### src/rtl/pipelined_adder_pkg.sv
// Shared definitions for the pipelined adder.
//   chunk_of    : bits added per pipeline slice (WIDTH / STAGES)
//   geometry_ok : legal WIDTH/STAGES combination (used as an elaboration check)
//   ovf_calc    : two's-complement overflow from the operand and result MSBs
package pipelined_adder_pkg;

  function automatic int unsigned chunk_of(input int unsigned width, input int unsigned stages);
    return (stages == 0) ? 0 : width / stages;
  endfunction

  function automatic bit geometry_ok(input int unsigned width, input int unsigned stages);
    return (width >= 1) && (stages >= 1) && (stages <= width) && ((width % stages) == 0);
  endfunction

  // Overflow iff both operands share a sign and the result's sign differs from it.
  function automatic logic ovf_calc(input logic a_msb, input logic b_msb, input logic s_msb);
    return (a_msb == b_msb) && (s_msb != a_msb);
  endfunction

endpackage

### src/rtl/pipelined_adder_if.sv
// Stream interface of the pipelined adder.
//   Input stream : in_valid, in_ready, a, b, cin
//   Output stream: out_valid, out_ready, sum, cout, ovf
//   master : producer of operands / consumer of results (testbench or upstream logic)
//   slave  : the adder itself
interface pipelined_adder_if #(
  parameter int unsigned WIDTH = 16
) ();
  logic             in_valid;
  logic             in_ready;
  logic [WIDTH-1:0] a;
  logic [WIDTH-1:0] b;
  logic             cin;
  logic             out_valid;
  logic             out_ready;
  logic [WIDTH-1:0] sum;
  logic             cout;
  logic             ovf;

  modport master (
    output in_valid, a, b, cin, out_ready,
    input  in_ready, out_valid, sum, cout, ovf
  );

  modport slave (
    input  in_valid, a, b, cin, out_ready,
    output in_ready, out_valid, sum, cout, ovf
  );
endinterface

### src/rtl/pipelined_adder_add_slice.sv
// Combinational CHUNK-bit adder slice: {co, s} = a + b + ci.
//   a, b : slice operands
//   ci   : carry into the slice LSB
//   s    : slice sum
//   co   : carry out of the slice MSB
module pipelined_adder_add_slice #(
  parameter int unsigned CHUNK = 4
) (
  input  logic [CHUNK-1:0] a,
  input  logic [CHUNK-1:0] b,
  input  logic             ci,
  output logic [CHUNK-1:0] s,
  output logic             co
);

  always_comb begin
    {co, s} = {1'b0, a} + {1'b0, b} + {{CHUNK{1'b0}}, ci};
  end

endmodule

### src/rtl/pipelined_adder.sv
// Pipelined WIDTH-bit adder with carry-in, carry-out and signed overflow.
// The carry chain is cut into STAGES registered slices of CHUNK bits each; every stage
// has its own valid bit and advances when it is empty or the stage below it can move,
// giving one op per cycle with lossless backpressure.
//   clk   : rising-edge clock
//   rst_n : synchronous active-low reset; discards every in-flight op
//   bus   : slave side of pipelined_adder_if (operand stream in, result stream out)
module pipelined_adder
  import pipelined_adder_pkg::*;
#(
  parameter int unsigned WIDTH  = 16,
  parameter int unsigned STAGES = 4
) (
  input logic              clk,
  input logic              rst_n,
  pipelined_adder_if.slave bus
);

  localparam int unsigned CHUNK = chunk_of(WIDTH, STAGES);

  if (!geometry_ok(WIDTH, STAGES)) begin : g_bad_geometry
    $error("pipelined_adder: WIDTH must be a non-zero multiple of STAGES, STAGES <= WIDTH");
  end

  // Stage registers. a_q/b_q carry the operands down so later slices and the
  // final overflow check can see the bits not yet consumed.
  logic [STAGES-1:0] valid_q;
  logic [STAGES-1:0] carry_q;
  logic [WIDTH-1:0]  a_q   [STAGES];
  logic [WIDTH-1:0]  b_q   [STAGES];
  logic [WIDTH-1:0]  sum_q [STAGES];
  logic              ovf_q;

  // Per-stage inputs (what stage k would capture) and slice results.
  logic [STAGES-1:0]            v_in;
  logic [STAGES-1:0]            c_in;
  logic [WIDTH-1:0]             a_in  [STAGES];
  logic [WIDTH-1:0]             b_in  [STAGES];
  logic [WIDTH-1:0]             s_in  [STAGES];
  logic [WIDTH-1:0]             sum_d [STAGES];
  logic [STAGES-1:0][CHUNK-1:0] slice_s;
  logic [STAGES-1:0]            slice_co;
  logic [STAGES:0]              ready;

  always_comb begin
    v_in[0] = bus.in_valid;
    c_in[0] = bus.cin;
    a_in[0] = bus.a;
    b_in[0] = bus.b;
    s_in[0] = '0;
    for (int k = 1; k < STAGES; k++) begin
      v_in[k] = valid_q[k-1];
      c_in[k] = carry_q[k-1];
      a_in[k] = a_q[k-1];
      b_in[k] = b_q[k-1];
      s_in[k] = sum_q[k-1];
    end
  end

  for (genvar k = 0; k < STAGES; k++) begin : g_slice
    pipelined_adder_add_slice #(
      .CHUNK (CHUNK)
    ) u_slice (
      .a  (a_in[k][k*CHUNK +: CHUNK]),
      .b  (b_in[k][k*CHUNK +: CHUNK]),
      .ci (c_in[k]),
      .s  (slice_s[k]),
      .co (slice_co[k])
    );
  end

  // Merge this stage's slice into the partial sum handed down from above.
  always_comb begin
    for (int k = 0; k < STAGES; k++) begin
      sum_d[k] = s_in[k];
      sum_d[k][k*CHUNK +: CHUNK] = slice_s[k];
    end
  end

  // ready_k = !valid_k | ready_{k+1}, unrolled from the output end as a running OR so
  // an empty stage anywhere below lets everything above it advance.
  always_comb begin
    logic r;
    r = bus.out_ready;
    ready[STAGES] = r;
    for (int k = STAGES - 1; k >= 0; k--) begin
      r = r | ~valid_q[k];
      ready[k] = r;
    end
  end

  always_ff @(posedge clk) begin
    if (!rst_n) begin
      valid_q <= '0;
      carry_q <= '0;
      ovf_q   <= 1'b0;
      for (int k = 0; k < STAGES; k++) begin
        a_q[k]   <= '0;
        b_q[k]   <= '0;
        sum_q[k] <= '0;
      end
    end else begin
      for (int k = 0; k < STAGES; k++) begin
        if (ready[k]) begin
          valid_q[k] <= v_in[k];
          // Data only moves with a real op so a bubble never disturbs held values.
          if (v_in[k]) begin
            a_q[k]     <= a_in[k];
            b_q[k]     <= b_in[k];
            sum_q[k]   <= sum_d[k];
            carry_q[k] <= slice_co[k];
          end
        end
      end
      if (ready[STAGES-1] && v_in[STAGES-1]) begin
        ovf_q <= ovf_calc(a_in[STAGES-1][WIDTH-1], b_in[STAGES-1][WIDTH-1],
                          sum_d[STAGES-1][WIDTH-1]);
      end
    end
  end

  assign bus.in_ready  = ready[0];
  assign bus.out_valid = valid_q[STAGES-1];
  assign bus.sum       = sum_q[STAGES-1];
  assign bus.cout      = carry_q[STAGES-1];
  assign bus.ovf       = ovf_q;

endmodule

### src/flat_wrapper.sv
// flat-port wrapper written by rule: the top's interface ports become plain ports
module pipelined_adder_flat import pipelined_adder_pkg::*;
#(
  parameter int unsigned WIDTH  = 16,
  parameter int unsigned STAGES = 4
)
  (clk, rst_n, bus_in_valid, bus_a, bus_b, bus_cin, bus_out_ready, bus_in_ready, bus_out_valid, bus_sum, bus_cout, bus_ovf);
  pipelined_adder_if #(.WIDTH(WIDTH)) bus_i ();
  input logic clk;
  input logic rst_n;
  input wire logic [$bits(bus_i.in_valid)-1:0] bus_in_valid;
  input wire logic [$bits(bus_i.a)-1:0] bus_a;
  input wire logic [$bits(bus_i.b)-1:0] bus_b;
  input wire logic [$bits(bus_i.cin)-1:0] bus_cin;
  input wire logic [$bits(bus_i.out_ready)-1:0] bus_out_ready;
  output wire logic [$bits(bus_i.in_ready)-1:0] bus_in_ready;
  output wire logic [$bits(bus_i.out_valid)-1:0] bus_out_valid;
  output wire logic [$bits(bus_i.sum)-1:0] bus_sum;
  output wire logic [$bits(bus_i.cout)-1:0] bus_cout;
  output wire logic [$bits(bus_i.ovf)-1:0] bus_ovf;
  assign bus_i.in_valid = bus_in_valid;
  assign bus_i.a = bus_a;
  assign bus_i.b = bus_b;
  assign bus_i.cin = bus_cin;
  assign bus_i.out_ready = bus_out_ready;
  assign bus_in_ready = bus_i.in_ready;
  assign bus_out_valid = bus_i.out_valid;
  assign bus_sum = bus_i.sum;
  assign bus_cout = bus_i.cout;
  assign bus_ovf = bus_i.ovf;
  pipelined_adder #(.WIDTH(WIDTH), .STAGES(STAGES)) u_core (.clk(clk), .rst_n(rst_n), .bus(bus_i));
endmodule
### config.mk
export PLATFORM = sky130hd
export DESIGN_NAME = pipelined_adder_flat
export DESIGN_NICKNAME = d
export VERILOG_FILES = /design/src/rtl/pipelined_adder_pkg.sv /design/src/rtl/pipelined_adder_if.sv /design/src/rtl/pipelined_adder_add_slice.sv /design/src/rtl/pipelined_adder.sv /design/src/flat_wrapper.sv
export SDC_FILE = /design/constraint.sdc
export NUM_CORES = 1
export LEC_CHECK = 0
export BUFFER_PORTS_ARGS = -buffer_cell sky130_fd_sc_hd__buf_2
export CORE_ASPECT_RATIO = 1.1
export CORE_MARGIN = 2
export CORE_UTILIZATION = 45
export CTS_CLUSTER_DIAMETER = 120
export DETAILED_ROUTE_END_ITERATION = 10
export SLEW_MARGIN = 20
export SYNTH_ARGS = -nofsm -noshare
export SYNTH_HDL_FRONTEND = slang
export SYNTH_HIERARCHICAL = 1
export SYNTH_SLANG_ARGS = --single-unit
### constraint.sdc
create_clock -name clk -period 2.1 [get_ports clk]
set_input_delay 0.21 -clock clk [delete_from_list [all_inputs] [get_ports clk]]
set_output_delay 0.21 -clock clk [all_outputs]
set_load 0.1 [all_outputs]
After elaboration in Yosys (flattened, before gate mapping)
Memory sizes are Yosys's and may differ from the RTL's.
Index checks and enable logic that the tools add are counted.
{ "totals": {"output_inout_bits": 20, "elab_cells": 77, "ram_bits": 192, "register_bits": 9, "n_memories": 3} }
{ "mem_list": {"columns": ["name", "words", "width", "rd", "rd_clocked_by_memory_dff", "write_ports", "line_no", "rtl"], "rows": [
  ["u_core.a_q", 4, 16, 3, 0, 4, "pipelined_adder.sv:29", "logic [WIDTH-1:0] a_q [STAGES];"],
  ["u_core.b_q", 4, 16, 3, 0, 4, "pipelined_adder.sv:30", "logic [WIDTH-1:0] b_q [STAGES];"],
  ["u_core.sum_q", 4, 16, 4, 0, 4, "pipelined_adder.sv:31", "logic [WIDTH-1:0] sum_q [STAGES];"]
]} }
{ "op_classes": {"n_addsub": 8, "reduce_logical": 6, "bitwise": 20, "n_eq_ne": 2, "n_mux": 29} }
{ "ops": {"columns": ["op", "n"], "rows": [
  ["$mux 16", 12],
  ["$add 4x4->5", 4],
  ["$add 5x1->5", 4],
  ["$mux 1", 17],
  ["$or 1x1->1", 16],
  ["$reduce_and 2->1", 4],
  ["$not 1->1", 4],
  ["$logic_and 1x1->1", 2],
  ["$eq 1x1->1", 1],
  ["$ne 1x1->1", 1]
]} }

Logic depth before layout (Yosys ltp)
{ "logic_depth": {"ltp_word": 9, "ltp_mapped": 9} }

Hierarchy
The synthesis kept the hierarchy.
{ "by_module_without_submodules": {"columns": ["mod", "instances", "seq_area_each_um2", "cells_per_inst", "area_per_inst_um2"], "rows": [
  ["pipelined_adder", 1, 2822.7, 235, 3716.1],
  ["pipelined_adder_add_slice", 4, 0.0, 16, 143.9]
]} }

Worst setup path after synthesis
Ideal clock, no wire load.
{ "synth_timing": {"path_kind": "register to register", "from": "reg u_core.valid_q[3]", "to": "mem u_core.a_q[0][10], enable pin", "slack_ps": -759, "period_less_slack_ps": 2859, "t_arrival_ps": 2548, "path_buffers": 0, "path_stages_with_launch": 4, "path_cell_list": "dfxtp_1 -> and4b_4 -> nand2_1 -> a21bo_2"} }
{ "synth_rtl": {"columns": ["item", "line_no", "rtl"], "rows": [
  ["from (decl)", "pipelined_adder.sv:27", "logic [STAGES-1:0] valid_q;"],
  ["from (signal, indexed assignment)", "pipelined_adder.sv:105", "valid_q[k] <= v_in[k];"],
  ["to (decl)", "pipelined_adder.sv:29", null]
]} }

==> impl_metrics.tcl <==
set metrics [dict create \
    crit_chain "fa_1 -> a21o_1 -> a21oi_2 -> xnor2_1 -> nand2b_1 -> o22ai_1 -> a22o_1" \
    postSynthCellCount 299 \
    finalClockSkew_ns 0.00710 \
    hold_path_class "in2reg" \
    place_ws_ns 0.221 \
    setup_violations 0 \
    syn_to_final_growth_pct 13.9 \
    ys_seq_area_frac 0.658 \
    synth_ff_type "edfxtp_1" \
    grtUsageTotal 0.117 \
    hpwl_um 3970 \
    path_clk_slew_ns 0.09 \
    start_util 0.461 \
    critPathSlowestCell "fa_1" \
    vias_per_cell 4.53 \
    hold_viol_final 0 \
    ys_async_sr_fraction 0 \
    grt_start_max_net_pins 29 \
    wirelength_um 5440 \
    nets 415 \
    slowest_delay_ns 0.45 \
    synth_top_family_by_area "simple AND/OR/NAND/NOR gates" \
    fp.dieArea_um2 10300 \
    reg2reg_from "u_core/a_q[0][44]" \
    antenna_left 0 \
    rr_endpoint "u_core/bus.ovf" \
    synth_fa_ha_area_frac 0.0723 \
    syn_area_per_cell_um2 14.4 \
    required_ns 2.40 \
    port-buffer-count 56 \
    hold_buffers 0 \
    place_congestion 0.743 \
    die_y_um 106 \
    final_cell_mix "and2_1 (88), edfxtp_1 (88), buf_2 (56)" \
    post_cts_buffers 0 \
    multi_input_area_um2 1320 \
    hold_start "bus_b[12]" \
    synth-edff-count 88 \
    cp-startpoint "u_core/a_q[0][44]" \
    diodes 0 \
    drv_cap 0 \
    cts_root_buf "clkbuf_8" \
    vdd.ir_drop.worst_uv 347 \
    crit_fanout 3 \
    rows 37 \
    die_x_um 97.1 \
    synth_xor_area_frac 0.0163 \
    synth-simple-area-share 0.171 \
    cp-start-kind "flop" \
    cts_made_buffers 9 \
    grt_setup_unrepaired "no" \
    n_fill_cell 811 \
    r2r_setup_slack_ns 0.33 \
    slew_viol_final 0 \
    yosysWarningCount 6 \
    vias 2169 \
    synth_area_um2 4290 \
    fp.coreArea_um2 9310 \
    overflow 0 \
    clock_latency_ns 0.35 \
    regArea_um2 2830 \
    drtIter0Drc 48 \
    antenna_found_initial 0 \
    worstSetupEndpointType "flop" \
    ios 57 \
    wire_per_inst_um 11.4 \
    crit_type "reg2reg" \
    yosysUniqueCellTypes 32 \
    numClockSinks 97 \
    leakagePower_nw 2.05 \
    synth_compound_area_frac 0.0417 \
    drcViolationCount 0 \
    fmax_mhz 566 \
    synth_seq_cells 97 \
    p_per_area_nw_per_um2 807 \
    timing.final.ws_setup_ns 0.333 \
    arrival_ns 2.07 \
    maxSlewHeadroom 0.485 \
    worstMarginPinSlew_ns 0.770 \
    status "finished, final reports clean" \
    grt_pass1_wl_um 9630 \
    first_pass_iters 4 \
    min_period_ns 1.77 \
    ctsLongestPathBuffers 2 \
    yosys-mux-area-fraction 0.00466 \
    post_cts_resized 0 \
    worst-r2r-cell-count 7 \
    layout-drive-gt1-share 0.229 \
    h-tree-depth 3 \
    grt_pass1_vias 2142 \
    syn_nets 356 \
    cts_tree "yes" \
    endpoint "u_core/bus.ovf" \
    fin_crit_sh 0.841 \
    fin_tns_setup_ns 0 \
]
report_power, final:
part / internal, mW / switching [mW] / total, mW
Combinational: 0.140 / 0.261 / 0.400
Sequential: 2.22 / 0.0361 / 2.26
Clock: 0.670 / 0.616 / 1.29
Total: 3.03 / 0.913 / 3.95
through the flow:
stage	cell area [um2]	hold WS [ns]	utilization	std cells	total power, mW
2_1_floorplan	4300	0.368	-	299	2.61
3_3_place_gp	4670	0.469	0.502	464	2.70
4_1_cts	4890	0.105	0.525	479	4.00
3_5_place_dp	4670	0.468	0.502	464	2.71
5_1_grt	4890	0.103	0.525	479	4.13
6_report	4890	0.126	0.525	479	3.95
critical path: cells and delay by family, from the launching register on:
kind                     cells  cell delay (ns)
flip-flops                   1             0.40
XOR/XNOR                     1             0.17
AND/OR/NAND/NOR              1             0.09
adder cells (fa/ha/maj)      1             0.45
AO/OA/AOI/OAI                4             0.61
kinds of logic after synthesis:
group,Yosys count
AO/OA/AOI/OAI,23
XOR/XNOR,8
adder cells (fa/ha/maj),20
buffers and inverters,30
AND/OR/NAND/NOR,119
flip-flops,97
multiplexers,2
sequential cells by signal, summed over array words and instances (netlist names):
name,count
u_core/carry_q,4
u_core/sum_q,40
u_core/bus.ovf,1
u_core/b_q,24
u_core/valid_q,4
u_core/a_q,24
layer usage:
layer  vias to the layer above  GRT usage  part of all wire
li1                       1139          -                 -
met5                         -          0                 0
met4                         0     0.0634             0.024
met3                         9     0.0368             0.060
met1                       965      0.145              0.45
met2                        56      0.185              0.46
worst min-delay path by stage:
stage | end | slack, ns | cells after the start
after detailed placement | u_core/carry_q[3] | 0.47 | 1
after floorplan | u_core/carry_q[0] | 0.37 | 2
final | u_core/b_q[0][12] | 0.13 | 2
after global routing | u_core/b_q[0][6] | 0.10 | 2
after global placement | u_core/carry_q[1] | 0.47 | 2
after CTS | u_core/b_q[0][12] | 0.11 | 2
layout make-up:
| type | instances | area share |
|---|---|---|
| flip-flops and latches | 97 | 0.578 |
| multi-input cells | 172 | 0.270 |
| repair buffers | 58 | 0.0630 |
| well taps | 117 | 0.0300 |
| clock buffers | 9 | 0.0253 |
| clock inverters | 6 | 0.0184 |
| inverters | 20 | 0.0154 |
synthesized netlist by cell type (2+ instances only):
cell | n | area [um2]
edfxtp_1 | 88 | 2640
and3_1 | 2 | 12.5
clkbuf_1 | 2 | 7.51
buf_6 | 5 | 56.3
nand4_1 | 2 | 12.5
nor2b_1 | 4 | 25.0
ha_1 | 12 | 150
a21o_1 | 4 | 30.0
a22o_1 | 2 | 17.5
inv_1 | 20 | 75.1
a21oi_2 | 4 | 35.0
a21boi_0 | 4 | 30.0
fa_1 | 8 | 160
and2_1 | 88 | 551
xnor2_1 | 8 | 70.1
dfxtp_1 | 9 | 180
nand2b_1 | 6 | 37.5
o21ai_0 | 4 | 20.0
mux2i_1 | 2 | 20.0
nand2_1 | 11 | 41.3
buf_2 | 3 | 15.0
(Power assumes the default switching activity.)
